`config.mk`:
```
export PLATFORM = sky130hd
export DESIGN_NAME = axis_frame_arb_rr
export DESIGN_NICKNAME = d
export VERILOG_FILES = /design/src/rtl/axis_frame_arb_rr.sv
export SDC_FILE = /design/constraint.sdc
export NUM_CORES = 1
export LEC_CHECK = 0
export CORE_MARGIN = 4
export CORE_UTILIZATION = 41
export DETAILED_ROUTE_END_ITERATION = 6
export MAX_ROUTING_LAYER = met4
export PLACE_DENSITY = 0.95
export SLEW_MARGIN = 20
export SYNTH_ARGS = -nofsm -noshare
export SYNTH_HDL_FRONTEND = slang
export SYNTH_SLANG_ARGS = --single-unit
```
`constraint.sdc`:
```
create_clock -name clk -period 2.4 [get_ports clk]
set_input_delay 0.48 -clock clk [delete_from_list [all_inputs] [get_ports clk]]
set_output_delay 0.48 -clock clk [all_outputs]
set_load 0.05 [all_outputs]
```
`src/rtl/axis_frame_arb_rr.sv`:
```
// Frame-level round-robin arbiter merging PORTS AXI-Stream sources into one registered output.
// Optional build macro AXIS_FRAME_ARB_RR_WATCHDOG_EN adds a mid-frame stall watchdog (ABORT/DRAIN).
module axis_frame_arb_rr #(
  parameter int PORTS      = 4,
  parameter int DATA_WIDTH = 8,
  parameter int USER_WIDTH = 1,
  parameter int TIMEOUT    = 255
) (
  input  logic                        clk,
  input  logic                        rst_n,
  input  logic [PORTS*DATA_WIDTH-1:0] s_axis_tdata,
  input  logic [PORTS-1:0]            s_axis_tvalid,
  input  logic [PORTS-1:0]            s_axis_tlast,
  input  logic [PORTS*USER_WIDTH-1:0] s_axis_tuser,
  output logic [PORTS-1:0]            s_axis_tready,
  output logic [DATA_WIDTH-1:0]       m_axis_tdata,
  output logic [USER_WIDTH-1:0]       m_axis_tuser,
  output logic                        m_axis_tvalid,
  output logic                        m_axis_tlast,
  input  logic                        m_axis_tready,
  output logic [PORTS-1:0]            grant,
  output logic                        abort_pulse
);

  localparam int IDX_W = $clog2(PORTS);

  if (PORTS < 2 || PORTS > 8) begin : g_bad_ports
    $error("axis_frame_arb_rr: PORTS must be in 2..8");
  end
  if (TIMEOUT < 1 || TIMEOUT > 65535) begin : g_bad_timeout
    $error("axis_frame_arb_rr: TIMEOUT must be in 1..65535");
  end

`ifdef AXIS_FRAME_ARB_RR_WATCHDOG_EN
  typedef enum logic [1:0] {IDLE, XFER, ABORT, DRAIN} state_t;
`else
  typedef enum logic [1:0] {IDLE, XFER} state_t;
`endif

  state_t                  state_q, state_d;
  logic [IDX_W-1:0]        gidx_q, gidx_d;
  logic [IDX_W-1:0]        last_q, last_d;
  logic [PORTS-1:0]        grant_q, grant_d;

  logic                    out_free;
  logic                    sel_valid;
  logic                    sel_last;
  logic [DATA_WIDTH-1:0]   sel_data;
  logic [USER_WIDTH-1:0]   sel_user;
  logic                    accept;
  logic                    load_beat;

  logic                    valid_q;
  logic                    last_beat_q;
  logic [DATA_WIDTH-1:0]   data_q;
  logic [USER_WIDTH-1:0]   user_q;

`ifdef AXIS_FRAME_ARB_RR_WATCHDOG_EN
  logic                    load_abort;
  logic                    abort_q;
  logic [15:0]             cnt_q, cnt_d;
`endif

  // First requester found scanning upward from last+1, wrapping at PORTS.
  function automatic logic [IDX_W-1:0] rr_pick(input logic [PORTS-1:0] req,
                                               input logic [IDX_W-1:0] last);
    logic [IDX_W-1:0] pick;
    int               cand;
    pick = last;
    for (int k = PORTS; k >= 1; k--) begin
      cand = (int'(last) + k) % PORTS;
      if (req[IDX_W'(cand)]) pick = IDX_W'(cand);
    end
    return pick;
  endfunction

  assign out_free  = ~valid_q | m_axis_tready;
  assign sel_valid = s_axis_tvalid[gidx_q];
  assign sel_last  = s_axis_tlast[gidx_q];
  assign sel_data  = s_axis_tdata[gidx_q*DATA_WIDTH +: DATA_WIDTH];
  assign sel_user  = s_axis_tuser[gidx_q*USER_WIDTH +: USER_WIDTH];

  always_comb begin
    // NOTE: every signal written here gets a default first, so no path through the case infers a latch.
    state_d       = state_q;
    gidx_d        = gidx_q;
    last_d        = last_q;
    grant_d       = grant_q;
    s_axis_tready = '0;
    accept        = 1'b0;
    load_beat     = 1'b0;
`ifdef AXIS_FRAME_ARB_RR_WATCHDOG_EN
    load_abort    = 1'b0;
    cnt_d         = '0;
`endif
    case (state_q)
      IDLE: begin
        if (|s_axis_tvalid) begin
          gidx_d  = rr_pick(s_axis_tvalid, last_q);
          grant_d = PORTS'(1) << gidx_d;
          state_d = XFER;
        end
      end
      XFER: begin
        s_axis_tready = grant_q & {PORTS{out_free}};
        accept        = out_free & sel_valid;
        load_beat     = accept;
        if (accept && sel_last) begin
          last_d  = gidx_q;
          grant_d = '0;
          state_d = IDLE;
        end
`ifdef AXIS_FRAME_ARB_RR_WATCHDOG_EN
        else if (!accept) begin
          // Only a silent source counts; a valid beat held off by m_axis_tready does not.
          cnt_d = sel_valid ? cnt_q : cnt_q + 16'd1;
          if (cnt_d == 16'(TIMEOUT)) begin
            cnt_d   = '0;
            state_d = ABORT;
          end
        end
`endif
      end
`ifdef AXIS_FRAME_ARB_RR_WATCHDOG_EN
      ABORT: begin
        if (out_free) begin
          load_abort = 1'b1;
          state_d    = DRAIN;
        end
      end
      DRAIN: begin
        s_axis_tready = grant_q;
        accept        = sel_valid;
        if (accept && sel_last) begin
          last_d  = gidx_q;
          grant_d = '0;
          state_d = IDLE;
        end
      end
`endif
      default: state_d = IDLE;
    endcase
  end

  always_ff @(posedge clk or negedge rst_n) begin
    // NOTE: sequential state uses non-blocking assignments so every register samples pre-edge values.
    if (!rst_n) begin
      state_q <= IDLE;
      gidx_q  <= '0;
      last_q  <= IDX_W'(PORTS - 1);
      grant_q <= '0;
    end else begin
      state_q <= state_d;
      gidx_q  <= gidx_d;
      last_q  <= last_d;
      grant_q <= grant_d;
    end
  end

  // Single output register stage; holds its contents while the sink stalls.
  always_ff @(posedge clk or negedge rst_n) begin
    if (!rst_n) begin
      valid_q     <= 1'b0;
      last_beat_q <= 1'b0;
      data_q      <= '0;
      user_q      <= '0;
    end else if (load_beat) begin
      valid_q     <= 1'b1;
      last_beat_q <= sel_last;
      data_q      <= sel_data;
      user_q      <= sel_user;
    end
`ifdef AXIS_FRAME_ARB_RR_WATCHDOG_EN
    else if (load_abort) begin
      valid_q     <= 1'b1;
      last_beat_q <= 1'b1;
      data_q      <= '0;
      user_q      <= '1;
    end
`endif
    else if (m_axis_tready) begin
      valid_q     <= 1'b0;
    end
  end

`ifdef AXIS_FRAME_ARB_RR_WATCHDOG_EN
  always_ff @(posedge clk or negedge rst_n) begin
    if (!rst_n) begin
      cnt_q   <= '0;
      abort_q <= 1'b0;
    end else begin
      cnt_q   <= cnt_d;
      abort_q <= load_abort;
    end
  end

  assign abort_pulse = abort_q;
`else
  assign abort_pulse = 1'b0;
`endif

  assign m_axis_tvalid = valid_q;
  assign m_axis_tlast  = last_beat_q;
  assign m_axis_tdata  = data_q;
  assign m_axis_tuser  = user_q;
  assign grant         = grant_q;

endmodule
```
* Word-level counts from Yosys, hierarchy flattened
Index checks and enable logic that the tools add are counted.
** Word-level totals
- Flip-flop bits (word level) :: 21
- Bits of input ports :: 47
- Word-level logic and storage cells :: 68
** Operators by class
- Magnitude comparators :: 5
- Mux-type cells :: 32
- Add/sub/neg operators :: 4
- Eq/ne operators :: 3
- Reductions and logical operators :: 9
- Shift-type cells :: 3
- Bitwise gates (word level) :: 4
** Operators with widths (number)
- 32-bit by 6-bit variable part select with 8-bit output :: 1
- 2-bit by 4-bit less-than comparator with 1-bit output (second input constant) :: 4
- 2-bit two-way mux :: 8
- 1-bit two-way mux :: 13
- 1-bit binary-select mux with 2-bit select :: 6
- 4-bit two-way mux :: 3
- 4-bit one-hot mux with 2 select lines :: 1
- 2-bit AND reduction :: 3
- 2-bit by 1-bit adder with 2-bit output (second input constant) :: 2
- 2-bit adder (second input constant) :: 2
- 4-bit bitwise AND :: 1
- 2-bit != test (second input constant) :: 2
- 2-bit one-hot mux with 2 select lines :: 1
- 2-bit nonzero test :: 2
- 4-bit OR reduction :: 1
- 4-bit by 3-bit variable part select with 1-bit output :: 1
- 1-bit by 2-bit left shift with 4-bit output (first input constant) :: 1
- 2-bit by 3-bit less-than comparator with 1-bit output (second input constant) :: 1
- 3-bit AND reduction :: 1
- 2-bit by 1-bit equality test with 1-bit output (second input constant) :: 1
- 2-bit zero test :: 1
- 1-bit bitwise AND :: 1
- 1-bit logical AND :: 1
- 1-bit inverter :: 1
- 1-bit bitwise OR :: 1

* Depth between registers and ports, before layout
- Depth in word-level cells :: 13
- Mapped depth :: 5
- Depth with buffers taken out :: 4

* Worst setup path before layout
No wires, ideal clock.
- Path kind :: register to output
- From :: reg valid_q, in the netlist m_axis_tvalid
- To :: out s_axis_tready[0]
- Buffers on the path :: 0
- Slack :: 629 ps
- Cell stages (with the launch flop) :: 3
- Data arrival time :: 1291 ps
- Path through :: dfrtp_1 nand2b_1 and3_1
** On the way
- Longest elaborated chain between the ends :: 4
** Ends and longest elaborated chain
- start: declaration :: line 53 : logic valid_q;
- start signal: assignment :: line 163 : valid_q <= 1'b0;
- start signal: assignment :: line 168 : valid_q <= 1'b1;
- start signal: assignment :: line 182 : valid_q <= 1'b0;
- 1-bit inverter :: line 77 : assign out_free = ~valid_q | m_axis_tready;
- 1-bit bitwise OR :: line 77
- 4-bit bitwise AND :: line 105 : s_axis_tready = grant_q & {PORTS{out_free}};
- 4-bit two-way mux :: line 96 : case (state_q)
- end: declaration :: line 15 : output logic [PORTS-1:0] s_axis_tready,
Every way passes these cells.

* Final worst setup path
- From :: in m_axis_tready
- To :: out s_axis_tready[2]
** On the way
- Longest elaborated chain between the ends :: 3
** Ends and longest elaborated chain
- start: declaration :: line 20 : input logic m_axis_tready,
- 1-bit bitwise OR :: line 77
- 4-bit bitwise AND :: line 105
- 4-bit two-way mux :: line 96
Every way passes these cells.

==> flow_summary.json <==
{
  "cts_tree": "done",
  "cts_sinks": 20,
  "viasPerCell": 5.569,
  "holdWs_ns": 0.4864,
  "wl_per_cell_um": 17.86,
  "drtAntennaViolNets": 0,
  "synth.area.top_cells": "dfrtp_1, mux4_2, mux2_4",
  "grt_pass1_wl_mm": 4.878,
  "rsz0062_at_grt": "false",
  "drv_cap": 0,
  "vdd_drop_max_mv": 1.190,
  "drive_above_1_share_pct": 26.00,
  "fp.dieH_um": 61.50,
  "synth_area_um2": 1174,
  "die_w_um": 61.50,
  "crit_family": "buffers and inverters",
  "diodes": 0,
  "syn2layout_area_growth_pct": 66.84,
  "max_slew_margin_pct": 65.91,
  "drc": 0,
  "finalMaxSlewViolations": 0,
  "ctsHoldBuffers": 0,
  "grt_overflow_total": 0,
  "yosysTopAreaCell": "dfrtp_1",
  "status": "complete, no violations",
  "grt_max_degree": 21,
  "crit_chain": "clkdlybuf4s50_1 > nand2b_1 > and3_1 > buf_12",
  "cts_buffers": 3,
  "finalSetupViolCount": 0,
  "clk_latency_ns": 0.31,
  "hp-class": "in -> async",
  "routedLengthMet1_mm": 1.227,
  "worst-path-max-fanout": 7,
  "finalWirelength_mm": 3.233,
  "highest_layer": "met4",
  "r2r-start": "gidx_q[0]",
  "reg2regPathDepth": 3,
  "routed-wl-met3_um": 194,
  "vias": 1008,
  "placed_area_um2": 1906,
  "setup_tns_ns": 0,
  "layout_commonest_cell": "clkdlybuf4s50_1",
  "clock_path_buffers": 2,
  "power.leakage_uw": 0.0008289,
  "met2_wirelength_mm": 1.729,
  "port_buffers": 65,
  "dp_slack_ns": 0.1339,
  "synth_cell_types": 29,
  "crit_slowest_cell": "clkdlybuf4s50_1",
  "ys_seq_area_share_pct": 42.86,
  "cts_resized": 0,
  "gp_congestion": 0.9450,
  "synth_nets": 128,
  "reg2reg_to": "m_axis_tuser",
  "rrSetupSlack_ns": 0.57,
  "h-tree-depth": 1,
  "period_needed_ns": 2.067,
  "fmax_ghz": 0.4838,
  "yosysWarnings": 0,
  "worstMarginPinSlew_ns": 0.5098,
  "seqCellArea_um2": 503.0,
  "postCtsSetupRepairBufs": 0,
  "avgSynthCellArea_um2": 14.49,
  "fin_crit_sh_pct": 86.12,
  "hold_violations": 0,
  "max_stage_delay_ns": 0.45,
  "netlist.area_leader.share_pct": 38.38,
  "clk_pin_slew_ns": 0.12,
  "core_region_area_um2": 2758,
  "n_fill_cell": 182,
  "grt_pass1_vias": 1064,
  "fin_ws_ns": 0.3331,
  "drt-pass1-iter-count": 4,
  "crit_buf_inv": 2,
  "p_per_area_nw_per_um2": 1437,
  "synth_seq_cells": 20,
  "multi_input_area_um2": 643.1,
  "start_util_pct": 42.56,
  "worstPathRequired_ns": 1.92,
  "place_hpwl_mm": 2.683,
  "antenna_found_initial": 0,
  "cp-end-kind": "output port",
  "io_pins": 67,
  "syn_inst": 81,
  "row_count": 19,
  "die_area_um2": 3782,
  "crit_type": "in -> out",
  "final_cell_mix": "clkdlybuf4s50_1, dfrtp_1, mux4_2, mux2_4, nand2_1",
  "drt-initial-drc-count": 54,
  "nets": 198,
  "gr-usage-all-layers_pct": 18.50,
  "final_area_um2": 1958,
  "start_kind": "input pin",
  "finClkSkew_ns": 0.002624,
  "worstPathArrival_ns": 1.59,
  "cts-root-buf": "clkbuf_4"
}
-- worst max-delay path by stage --
| stage | to | slack [ns] | startpoint | cells after the start |
|---|---|---|---|---|
| after global placement | m_axis_tuser | 0.17 | s_axis_tvalid[3] | 4 |
| after global routing | s_axis_tready[1] | 0.28 | m_axis_tready | 4 |
| after detailed placement | m_axis_tuser | 0.13 | s_axis_tvalid[3] | 4 |
| after CTS | s_axis_tready[2] | 0.33 | m_axis_tready | 4 |
| final | s_axis_tready[2] | 0.33 | m_axis_tready | 4 |
| after floorplan | s_axis_tready[0] | 0.63 | m_axis_tvalid | 2 |
-- registers in the layout (all words and copies together), names as in the netlist --
signal and flops:
m_axis_tdata 8, last_q 2, gidx_q 2, state_q 1, m_axis_tlast 1, grant 4
m_axis_tuser 1, m_axis_tvalid 1
-- layout make-up --
type / instances / area share [%]
timing repair buffer: 69 / 36.81
multi-input combinational: 57 / 32.84
sequential: 20 / 25.69
tap: 31 / 1.981
clock inverter: 1 / 1.534
clock buffer: 3 / 1.150
-- synth_stat cells --
| library cell | count |
|---|---|
| a21o_1 | 2 |
| a21oi_2 | 1 |
| a31o_2 | 1 |
| a31oi_1 | 1 |
| a32o_1 | 2 |
| a32oi_1 | 1 |
| and3_1 | 4 |
| buf_2 | 1 |
| buf_4 | 1 |
| buf_6 | 1 |
| clkbuf_1 | 1 |
| conb_1 | 1 |
| dfrtp_1 | 18 |
| dfstp_2 | 2 |
| mux2_1 | 3 |
| mux2_2 | 1 |
| mux2_4 | 8 |
| mux2i_1 | 1 |
| mux4_2 | 11 |
| nand2_1 | 8 |
| nand2b_1 | 2 |
| nand3_2 | 1 |
| nand3b_1 | 1 |
| nand4_2 | 1 |
| nor2_1 | 2 |
| nor2b_4 | 1 |
| nor3_1 | 1 |
| o21a_1 | 1 |
| o2bb2ai_1 | 2 |
-- logic make-up (layout without fill, tap and decap cells) --
group                  count (synthesis)  count (layout)  synth area share (%)
buffers and inverters                  4              73                 2.345
flip-flops                            20              20                 42.86
multiplexers                          24              24                 36.03
AO/OA/AOI/OAI                         11              11                 7.890
AND/OR/NAND/NOR                       21              21                 10.55
other                                  1               1                0.3195
-- per-stage QoR --
stage          cells  total power (µW)  utilization, %
5_1_grt          181              2940           71.01
3_3_place_gp     177              2512           69.10
6_report         181              2814           71.01
3_5_place_dp     177              2555           69.10
2_1_floorplan     81              1935               -
4_1_cts          181              2837           71.01
-- routing by layer --
layer	vias to the layer above	GRT usage, %
met2	49	32.29
li1	454	-
met1	495	21.16
met3	10	2.096
met4	0	8.182
met5	-	-
-- where the power goes --
group | switching (µW) | internal [µW]
sequential | 173 | 524
combinational | 960 | 877
clock | 111 | 169
(Power assumes the default switching activity.)
